<file path="src/rtl/mkio_bc_control_pkg.sv">
// Shared definitions for the MKIO bus-controller: FSM states, command/status
// field positions, sync-type constants and word-count helper.
package mkio_bc_control_pkg;

    typedef enum logic [2:0] {
        S_IDLE,
        S_CMD,
        S_TXD,
        S_WSTAT,
        S_RXD,
        S_FIN
    } bc_state_t;

    // Encoder handshake phases for one transmitted word
    typedef enum logic [1:0] {
        TP_FETCH,
        TP_LOAD,
        TP_HI,
        TP_LO
    } tx_phase_t;

    localparam int unsigned WORD_W      = 16;
    localparam int unsigned BUF_AW      = 5;

    localparam int unsigned ADDR_MSB    = 15;
    localparam int unsigned ADDR_LSB    = 11;
    localparam int unsigned TR_BIT      = 10;
    localparam int unsigned SA_MSB      = 9;
    localparam int unsigned SA_LSB      = 5;
    localparam int unsigned WC_MSB      = 4;
    localparam int unsigned WC_LSB      = 0;
    localparam int unsigned MSG_ERR_BIT = 10;

    localparam logic CD_CMD  = 1'b0;
    localparam logic CD_DATA = 1'b1;

    function automatic logic [5:0] word_total(input logic [4:0] wc);
        return (wc == 5'd0) ? 6'd32 : {1'b0, wc};
    endfunction

endpackage

</file>
<file path="src/rtl/mkio_bc_buf.sv">
// 32x16 message buffer: internal write/read port for the controller, host
// write/read port; internal write wins a same-cycle collision.
module mkio_bc_buf
    import mkio_bc_control_pkg::*;
(
    input  logic                clk,
    input  logic                int_we,
    input  logic [BUF_AW-1:0]   int_addr,
    input  logic [WORD_W-1:0]   int_wdata,
    output logic [WORD_W-1:0]   int_rdata,
    input  logic                host_we,
    input  logic [BUF_AW-1:0]   host_addr,
    input  logic [WORD_W-1:0]   host_wdata,
    output logic [WORD_W-1:0]   host_rdata
);

    logic [WORD_W-1:0] mem [32];

    always_ff @(posedge clk) begin
        if (int_we) begin
            mem[int_addr] <= int_wdata;
        end else if (host_we) begin
            mem[host_addr] <= host_wdata;
        end
        int_rdata  <= mem[int_addr];
        host_rdata <= mem[host_addr];
    end

endmodule

</file>
<file path="src/rtl/mkio_bc_control.sv">
// MKIO bus-controller: sends command (+ data), checks RT status, collects data.
// Optional single retry on timeout/parity failure: define MKIO_BC_RETRY_EN.
module mkio_bc_control
    import mkio_bc_control_pkg::*;
#(
    parameter logic [15:0] RESP_TIMEOUT = 16'd224,
    parameter logic [15:0] WORD_TIMEOUT = 16'd400
) (
    input  logic        clk,
    input  logic        reset,
    input  logic        start,
    input  logic [4:0]  rt_addr,
    input  logic [4:0]  subaddr,
    input  logic        tr,
    input  logic [4:0]  word_cnt,
    input  logic        buf_we,
    input  logic [4:0]  buf_addr,
    input  logic [15:0] buf_wdata,
    output logic [15:0] buf_rdata,
    output logic        tx_ready,
    output logic [15:0] tx_data,
    output logic        tx_cd,
    input  logic        tx_busy,
    input  logic        rx_done,
    input  logic [15:0] rx_data,
    input  logic        rx_cd,
    input  logic        p_error,
    output logic        busy,
    output logic        done,
    output logic        err_timeout,
    output logic        err_parity,
    output logic        err_proto,
    output logic [15:0] status_word
`ifdef MKIO_BC_RETRY_EN
    ,
    output logic        retried
`endif
);

    bc_state_t   state, state_d;
    tx_phase_t   phase, phase_d;
    logic [5:0]  idx, idx_d;
    logic [15:0] timer, timer_d;
    logic [15:0] cmd_q, cmd_d;
    logic [15:0] status_d;
    logic        err_timeout_d, err_parity_d, err_proto_d;
    logic        fail_timeout, fail_parity;
    logic        int_we;
    logic [15:0] rd_word;
    logic [5:0]  n;
`ifdef MKIO_BC_RETRY_EN
    logic        retried_d;
`endif

    assign n    = word_total(cmd_q[WC_MSB:WC_LSB]);
    assign busy = (state != S_IDLE);
    assign done = (state == S_FIN);

    mkio_bc_buf u_buf (
        .clk        (clk),
        .int_we     (int_we),
        .int_addr   (idx[4:0]),
        .int_wdata  (rx_data),
        .int_rdata  (rd_word),
        .host_we    (buf_we && !busy),
        .host_addr  (buf_addr),
        .host_wdata (buf_wdata),
        .host_rdata (buf_rdata)
    );

    always_comb begin
        state_d       = state;
        phase_d       = phase;
        idx_d         = idx;
        timer_d       = timer;
        cmd_d         = cmd_q;
        status_d      = status_word;
        err_timeout_d = err_timeout;
        err_parity_d  = err_parity;
        err_proto_d   = err_proto;
`ifdef MKIO_BC_RETRY_EN
        retried_d     = retried;
`endif
        fail_timeout  = 1'b0;
        fail_parity   = 1'b0;
        int_we        = 1'b0;
        tx_ready      = 1'b0;
        tx_data       = '0;
        tx_cd         = CD_CMD;

        case (state)
            S_IDLE: begin
                if (start) begin
                    state_d       = S_CMD;
                    phase_d       = TP_FETCH;
                    idx_d         = '0;
                    timer_d       = '0;
                    cmd_d         = {rt_addr, tr, subaddr, word_cnt};
                    status_d      = '0;
                    err_timeout_d = 1'b0;
                    err_parity_d  = 1'b0;
                    err_proto_d   = 1'b0;
`ifdef MKIO_BC_RETRY_EN
                    retried_d     = 1'b0;
`endif
                end
            end
            S_CMD, S_TXD: begin
                // FETCH gives the registered buffer read a cycle to follow idx
                tx_cd   = (state == S_TXD) ? CD_DATA : CD_CMD;
                tx_data = (state == S_TXD) ? rd_word : cmd_q;
                case (phase)
                    TP_FETCH: phase_d = TP_LOAD;
                    TP_LOAD: begin
                        if (!tx_busy) begin
                            tx_ready = 1'b1;
                            phase_d  = TP_HI;
                        end
                    end
                    TP_HI: begin
                        if (tx_busy) phase_d = TP_LO;
                    end
                    TP_LO: begin
                        if (!tx_busy) begin
                            phase_d = TP_FETCH;
                            if (state == S_CMD) begin
                                idx_d   = '0;
                                timer_d = '0;
                                state_d = cmd_q[TR_BIT] ? S_WSTAT : S_TXD;
                            end else begin
                                idx_d = idx + 6'd1;
                                if (idx + 6'd1 == n) begin
                                    timer_d = '0;
                                    state_d = S_WSTAT;
                                end
                            end
                        end
                    end
                endcase
            end
            S_WSTAT: begin
                if (rx_done) begin
                    if (p_error) begin
                        fail_parity = 1'b1;
                    end else begin
                        status_d = rx_data;
                        if (rx_cd == CD_CMD && !rx_data[MSG_ERR_BIT] &&
                            rx_data[ADDR_MSB:ADDR_LSB] == cmd_q[ADDR_MSB:ADDR_LSB]) begin
                            if (cmd_q[TR_BIT]) begin
                                state_d = S_RXD;
                                timer_d = '0;
                                idx_d   = '0;
                            end else begin
                                state_d = S_FIN;
                            end
                        end else begin
                            err_proto_d = 1'b1;
                            state_d     = S_FIN;
                        end
                    end
                end else if (timer >= RESP_TIMEOUT) begin
                    fail_timeout = 1'b1;
                end else begin
                    timer_d = timer + 16'd1;
                end
            end
            S_RXD: begin
                if (rx_done) begin
                    timer_d = '0;
                    if (p_error) begin
                        fail_parity = 1'b1;
                    end else if (rx_cd != CD_DATA) begin
                        err_proto_d = 1'b1;
                        state_d     = S_FIN;
                    end else begin
                        int_we = 1'b1;
                        idx_d  = idx + 6'd1;
                        if (idx + 6'd1 == n) state_d = S_FIN;
                    end
                end else if (timer >= WORD_TIMEOUT) begin
                    fail_timeout = 1'b1;
                end else begin
                    timer_d = timer + 16'd1;
                end
            end
            S_FIN:   state_d = S_IDLE;
            default: state_d = S_IDLE;
        endcase

        if (fail_timeout || fail_parity) begin
`ifdef MKIO_BC_RETRY_EN
            if (!retried) begin
                retried_d = 1'b1;
                state_d   = S_CMD;
                phase_d   = TP_FETCH;
                idx_d     = '0;
                timer_d   = '0;
            end else
`endif
            begin
                err_timeout_d = err_timeout || fail_timeout;
                err_parity_d  = err_parity || fail_parity;
                state_d       = S_FIN;
            end
        end
    end

    always_ff @(posedge clk or posedge reset) begin
        if (reset) begin
            state       <= S_IDLE;
            phase       <= TP_FETCH;
            idx         <= '0;
            timer       <= '0;
            cmd_q       <= '0;
            status_word <= '0;
            err_timeout <= 1'b0;
            err_parity  <= 1'b0;
            err_proto   <= 1'b0;
`ifdef MKIO_BC_RETRY_EN
            retried     <= 1'b0;
`endif
        end else begin
            state       <= state_d;
            phase       <= phase_d;
            idx         <= idx_d;
            timer       <= timer_d;
            cmd_q       <= cmd_d;
            status_word <= status_d;
            err_timeout <= err_timeout_d;
            err_parity  <= err_parity_d;
            err_proto   <= err_proto_d;
`ifdef MKIO_BC_RETRY_EN
            retried     <= retried_d;
`endif
        end
    end

endmodule

</file>
<file path="config.mk">
export PLATFORM = sky130hd
export DESIGN_NAME = mkio_bc_control
export DESIGN_NICKNAME = d
export VERILOG_FILES = /design/src/rtl/mkio_bc_control_pkg.sv /design/src/rtl/mkio_bc_buf.sv /design/src/rtl/mkio_bc_control.sv
export SDC_FILE = /design/constraint.sdc
export NUM_CORES = 1
export LEC_CHECK = 0
export BUFFER_PORTS_ARGS = -buffer_cell sky130_fd_sc_hd__buf_4
export CAP_MARGIN = 25
export CORE_MARGIN = 2
export CORE_UTILIZATION = 35
export DETAILED_ROUTE_END_ITERATION = 10
export MAX_ROUTING_LAYER = met4
export SYNTH_ARGS = -nofsm -noshare
export SYNTH_HDL_FRONTEND = slang
export SYNTH_SLANG_ARGS = --single-unit
</file>
<file path="constraint.sdc">
create_clock -name clk -period 3.43 [get_ports clk]
set_clock_uncertainty 0.1 [all_clocks]
set_input_delay 0.8575 -clock clk [delete_from_list [all_inputs] [get_ports clk]]
set_output_delay 0.8575 -clock clk [all_outputs]
set_load 0.1 [all_outputs]
</file>
Word-level counts from Yosys, hierarchy flattened
Memory sizes are Yosys's and may differ from the RTL's. A register that Yosys moved wholly into a read port is not among the register bits.
Cells that the tools add are included.
Widths: inputs -> output; s select.
Operators by class
  $add $sub $neg: 2
  multipliers: 0
  divide/modulo/power cells: 0
  magnitude comparators: 2
  eq/ne operators: 40
  shift-type cells: 0
  mux-type cells: 89
  bitwise operators: 1
  reductions and logical operators: 29
Operators by type and width (count)
  $mux 16: 17
  $mux 6: 12
  $pmux 16 s4: 1
  $ne 3x3->1 const B: 16
  $mux 3: 13
  $mux 1: 34
  $pmux 16 s2: 1
  $ne 2x2->1 const B: 12
  $pmux 6 s4: 1
  $add 16x1->16 const B: 1
  $ge 16x8->1 const B: 1
  $ge 16x9->1 const B: 1
  $reduce_or 16->1: 1
  $pmux 3 s4: 1
  $reduce_and 11->1: 1
  $reduce_and 10->1: 1
  $reduce_and 9->1: 1
  $mux 2: 4
  $ne 4x4->1 const B: 2
  $pmux 2 s4: 1
  $reduce_and 8->1: 1
  $reduce_bool 2->1: 4
  $add 6x1->6 const B: 1
  $eq 3x2->1 const B: 2
  23 further kinds: 33
Word-level totals
  flip-flop bits (word level): 62
  bits in latches: 0
  memory bits (writable): 512
  ROM bits: 0
  bits of input ports: 61
  output and inout bits: 55
  memories: 1
Memories
  u_buf.mem: depth 32, width 16, read ports 2, clocked after memory_dff 2, wr ports 1, line mkio_bc_buf.sv:17  | logic [WORD_W-1:0] mem [32];

Logic depth before layout (Yosys ltp)
  depth in word-level cells: 9
  depth in mapped cells: 9
  mapped depth without buffers: 8

By module
From an unflattened synthesis, not the netlist that was laid out.
Second synthesis, totals
  cells, all modules: 2173
  area total of the unflattened synthesis: 29199.3 um^2
By module, submodules not included
  mkio_bc_buf: instances 1, cells each 1759, area an instance 25544.5 um^2
  mkio_bc_control: instances 1, cells each 414, area an instance 3654.8 um^2

Least setup slack after synthesis
OpenSTA, ideal clock, no wires.
  path kind: reg-to-output
  from: register state[0]
  to: output port tx_data[10]
  data arrival time: 3786 ps
  required time: 2473 ps
  path slack: -1313 ps
  stages on the path, launching flop included: 8
  path buffers: 2
  path through: dfrtp_1 > buf_2 > inv_2 > nand3_1 > inv_1 > clkbuf_1 > nand2_1 > a21oi_1
On the way
  word-level cells in the longest chain between the ends: 3
Ends and longest elaborated chain
  start: declaration: line mkio_bc_control.sv:40  | bc_state_t state, state_d;
  start signal: assignment: line mkio_bc_control.sv:223  | state <= state_d;
  $eq 3x2->1 or $eq 3x1->1 (tied branches): line mkio_bc_control.sv:91, mkio_bc_control.sv:111
  $mux 16 or $reduce_or 2->1 (tied branches): line mkio_bc_control.sv:111, mkio_bc_control.sv:91
  $mux 16 (*): line mkio_bc_control.sv:91  | case (state)
  end: declaration: line mkio_bc_control.sv:21  | output logic [15:0] tx_data,
Mark *: on every way between the ends. The rest lies on a longest branch, timed or not.

Final worst setup path
  from: register state[1]
  to: output port tx_data[1]
Same word-level chain as after synthesis.

==> flow_summary.json <==
{
  "rows": 103,
  "yosys_warnings": 0,
  "antenna_found_initial": 1,
  "grtUsageTotal": 0.210,
  "final_cells": 2963,
  "die_h_um": 287,
  "yosysUniqueCellTypes": 62,
  "max_freq_ghz": 0.298,
  "die_w_um": 287,
  "p_sw_w": 0.00887,
  "start_util": 0.355,
  "p_sw_frac": 0.365,
  "dieArea_mm2": 0.0827,
  "h-tree-depth": 3,
  "syn_area_per_cell_um2": 16.9,
  "period_share": 0.978,
  "vias": 17600,
  "drc": 0,
  "cts_root_buffer": "clkbuf_16",
  "timing.hold.ws_ps": 256,
  "fillerInstances": 7031,
  "worstPathArrival_ps": 2400,
  "grt_pass1_vias": 17800,
  "wl_met1_mm": 34.6,
  "areaGrowthSynthToFinish_pct": 19.0,
  "worst_pin_slew_ps": 1000,
  "netlist_area_mm2": 0.0281,
  "cts_tree": "done",
  "synth_top_area_share": 0.547,
  "crit_path_max_incr_delay_ps": 480,
  "relSlewSlack": 0.331,
  "drive_gt1_frac": 0.357,
  "ir_drop_v": 0.000531,
  "total_power_w": 0.0243,
  "syn-num-nets": 1734,
  "reg2reg_from": "state[1]",
  "dpl_cell_area_mm2": 0.0311,
  "pwr-share-seq": 0.370,
  "fin_nets": 1926,
  "io-pin-count": 116,
  "setup_viol": 0,
  "grt_pass1_wl_mm": 122,
  "critPathSlowestCell": "dfrtp_1",
  "synth_common_cells": "edfxtp_1 (512), mux4_2 (224), nand2_1 (133)",
  "clkTransAtPathRegs_ps": 60,
  "cts_made_buffers": 70,
  "synth-edff-count": 512,
  "crit_required_ps": 2470,
  "gp_congestion": 0.855,
  "core_area_mm2": 0.0793,
  "ys_top_cells_by_area": "edfxtp_1 (55%), mux4_2 (18%), dfrtp_1 (5.5%)",
  "yosys.area_share.adder": 0.00311,
  "path_cells": "buf_4 -> xor2_2 -> nand2_1 -> buf_4 -> a21oi_2 -> buf_6",
  "p_int_w": 0.0154,
  "cts_hold_buf": 0,
  "routed_wl_mm": 84.8,
  "firstDrtPassIters": 5,
  "startpoint_type": "flip-flop",
  "p_comb_frac": 0.333,
  "seq_area_frac_synth": 0.625,
  "drt-vias-per-instance": 5.94,
  "numPortBuffers": 115,
  "async_flop_share": 0.102,
  "p_clk_frac": 0.297,
  "drt_iter0_drc": 1831,
  "synthFlopType": "edfxtp_1",
  "cp-end-kind": "output pin",
  "route.met2.wl_mm": 40.8,
  "final_hold_viol_count": 0,
  "synth_top_family_by_area": "multiplexers",
  "synth_area_leader_cell": "edfxtp_1",
  "dp.cells": 2832,
  "yosys.area_share.simple": 0.0418,
  "synth_mux_area_frac": 0.246,
  "timing.critical_path.from": "state[1]",
  "ys_ff_latch": 606,
  "route.met3.wl_mm": 6.98,
  "grt_setup_unrepaired": "no",
  "ant_nets": 0,
  "dpl.hpwl_mm": 53.5,
  "overflow": 0,
  "synth_most_common_cell": "edfxtp_1",
  "hold_path.class": "in2async",
  "cp_max_fo": 18,
  "drv_slew": 0,
  "grt_max_degree": 79,
  "maxCapViolations": 0,
  "cts_buffer_depth": 3,
  "final_area_mm2": 0.0335,
  "insertion_delay_ps": 620,
  "powerDensity_mw_per_mm2": 726,
  "routed.top_layer": "met4",
  "synth_xor_area_frac": 0.00454,
  "final_core_util": 0.422,
  "clock_sinks": 606,
  "status": "completed",
  "leakagePower_nw": 10.9,
  "min_period_ps": 3360,
  "synth_compound_area_frac": 0.0611,
  "path_common_cell": "buf_4",
  "syn_inst": 1666,
  "critical_path_class": "reg2out",
  "wire_per_inst_um": 28.6
}
-- power by group through the flow --
| stage | sequential [W] | clock, W | combinational (W) |
|---|---|---|---|
| after floorplan | 0.00966 | 0 | 0.00510 |
| after global placement | 0.00913 | 0 | 0.00783 |
| after detailed placement | 0.00914 | 0 | 0.00791 |
| after CTS | 0.00899 | 0.00734 | 0.00802 |
| after global routing | 0.00903 | 0.00764 | 0.00851 |
| final | 0.00900 | 0.00722 | 0.00810 |
-- routing by layer --
metal  vias up  GRT usage
met5         -          -
met3       160     0.0379
li1       7298          -
met1      9283      0.274
met4         0     0.0661
met2       852      0.334
-- metrics by stage --
stage / setup slack, ps / setup TNS (ps)
after global routing: 16.2 / 0
after detailed placement: 109 / 0
after floorplan: -295 / -2930
after global placement: 155 / 0
after CTS: 15.8 / 0
final: 74.2 / 0
-- worst max-delay path, delay by kind of cell, from the launching register on --
kind	cells	cell delay, ps
buffers and inverters	3	740
AND/OR/NAND/NOR	1	120
AO/OA/AOI/OAI	1	200
XOR/XNOR	1	230
flip-flops	1	480
-- layout make-up --
class                           instances  area [um^2]  area share
Clock buffer                           91         1870      0.0559
Timing Repair Buffer                  237         2110      0.0631
Antenna cell                            1         2.50   0.0000748
Multi-Input combinational cell        928        10200       0.305
Clock inverter                         35          338      0.0101
Tap cell                             1050         1310      0.0392
Sequential cell                       606        17600       0.525
Inverter                               15         63.8     0.00191
-- timing repair --
| item | 4_1_cts | 5_1_grt |
|---|---|---|
| buffers inserted | 4 | 0 |
| pin swaps | 0 | 1 |
| gates cloned | 0 | 0 |
| setup endpoints to repair | 16 | 13 |
| hold endpoints to repair | 0 | 0 |
| resized for setup | 7 | 14 |
-- sequential cells by signal (all words and copies together) (netlist names) --
register          count
u_buf.mem           512
status_word          16
timer                16
cmd_q                16
err_parity            1
u_buf.host_rdata     16
err_timeout           1
u_buf.int_rdata      16
err_proto             1
state                 3
phase                 2
idx                   6
-- cells by family (layout without fill, tap and decap cells) --
| family | count (synthesis) | after routing |
|---|---|---|
| mux | 405 | 405 |
| xor+xnor | 13 | 13 |
| compound gates | 237 | 237 |
| simple gates | 266 | 266 |
| fa+ha+maj | 7 | 7 |
| other cells | 0 | 1 |
| buf+inv | 132 | 378 |
| flops | 606 | 606 |
-- placed cells by master (no fill, tap or decap), types with 22 or more instances in the layout --
master	n
dfxtp_1	32
clkbuf_16	70
mux4_2	224
a21oi_1	22
buf_4	200
buf_12	22
nor2_1	23
edfxtp_1	512
nand2_1	132
nor2_2	32
dfrtp_1	57
mux2i_1	132
mux2_2	48
o21ai_0	34
o221ai_1	81
-- path summary, 6_finish.rpt --
check,cells past startpoint,slack (ps),end
min in group clk,3,360,cmd_q[10]
hold / removal,2,260,status_word[13]
setup / recovery,6,70,tx_data[1]
hold reg to reg,1,410,status_word[0]
max in group asynchronous,3,2290,idx[0]
setup reg to reg,6,330,u_buf.mem[20][10]
Power figures use the tool's default switching activity.
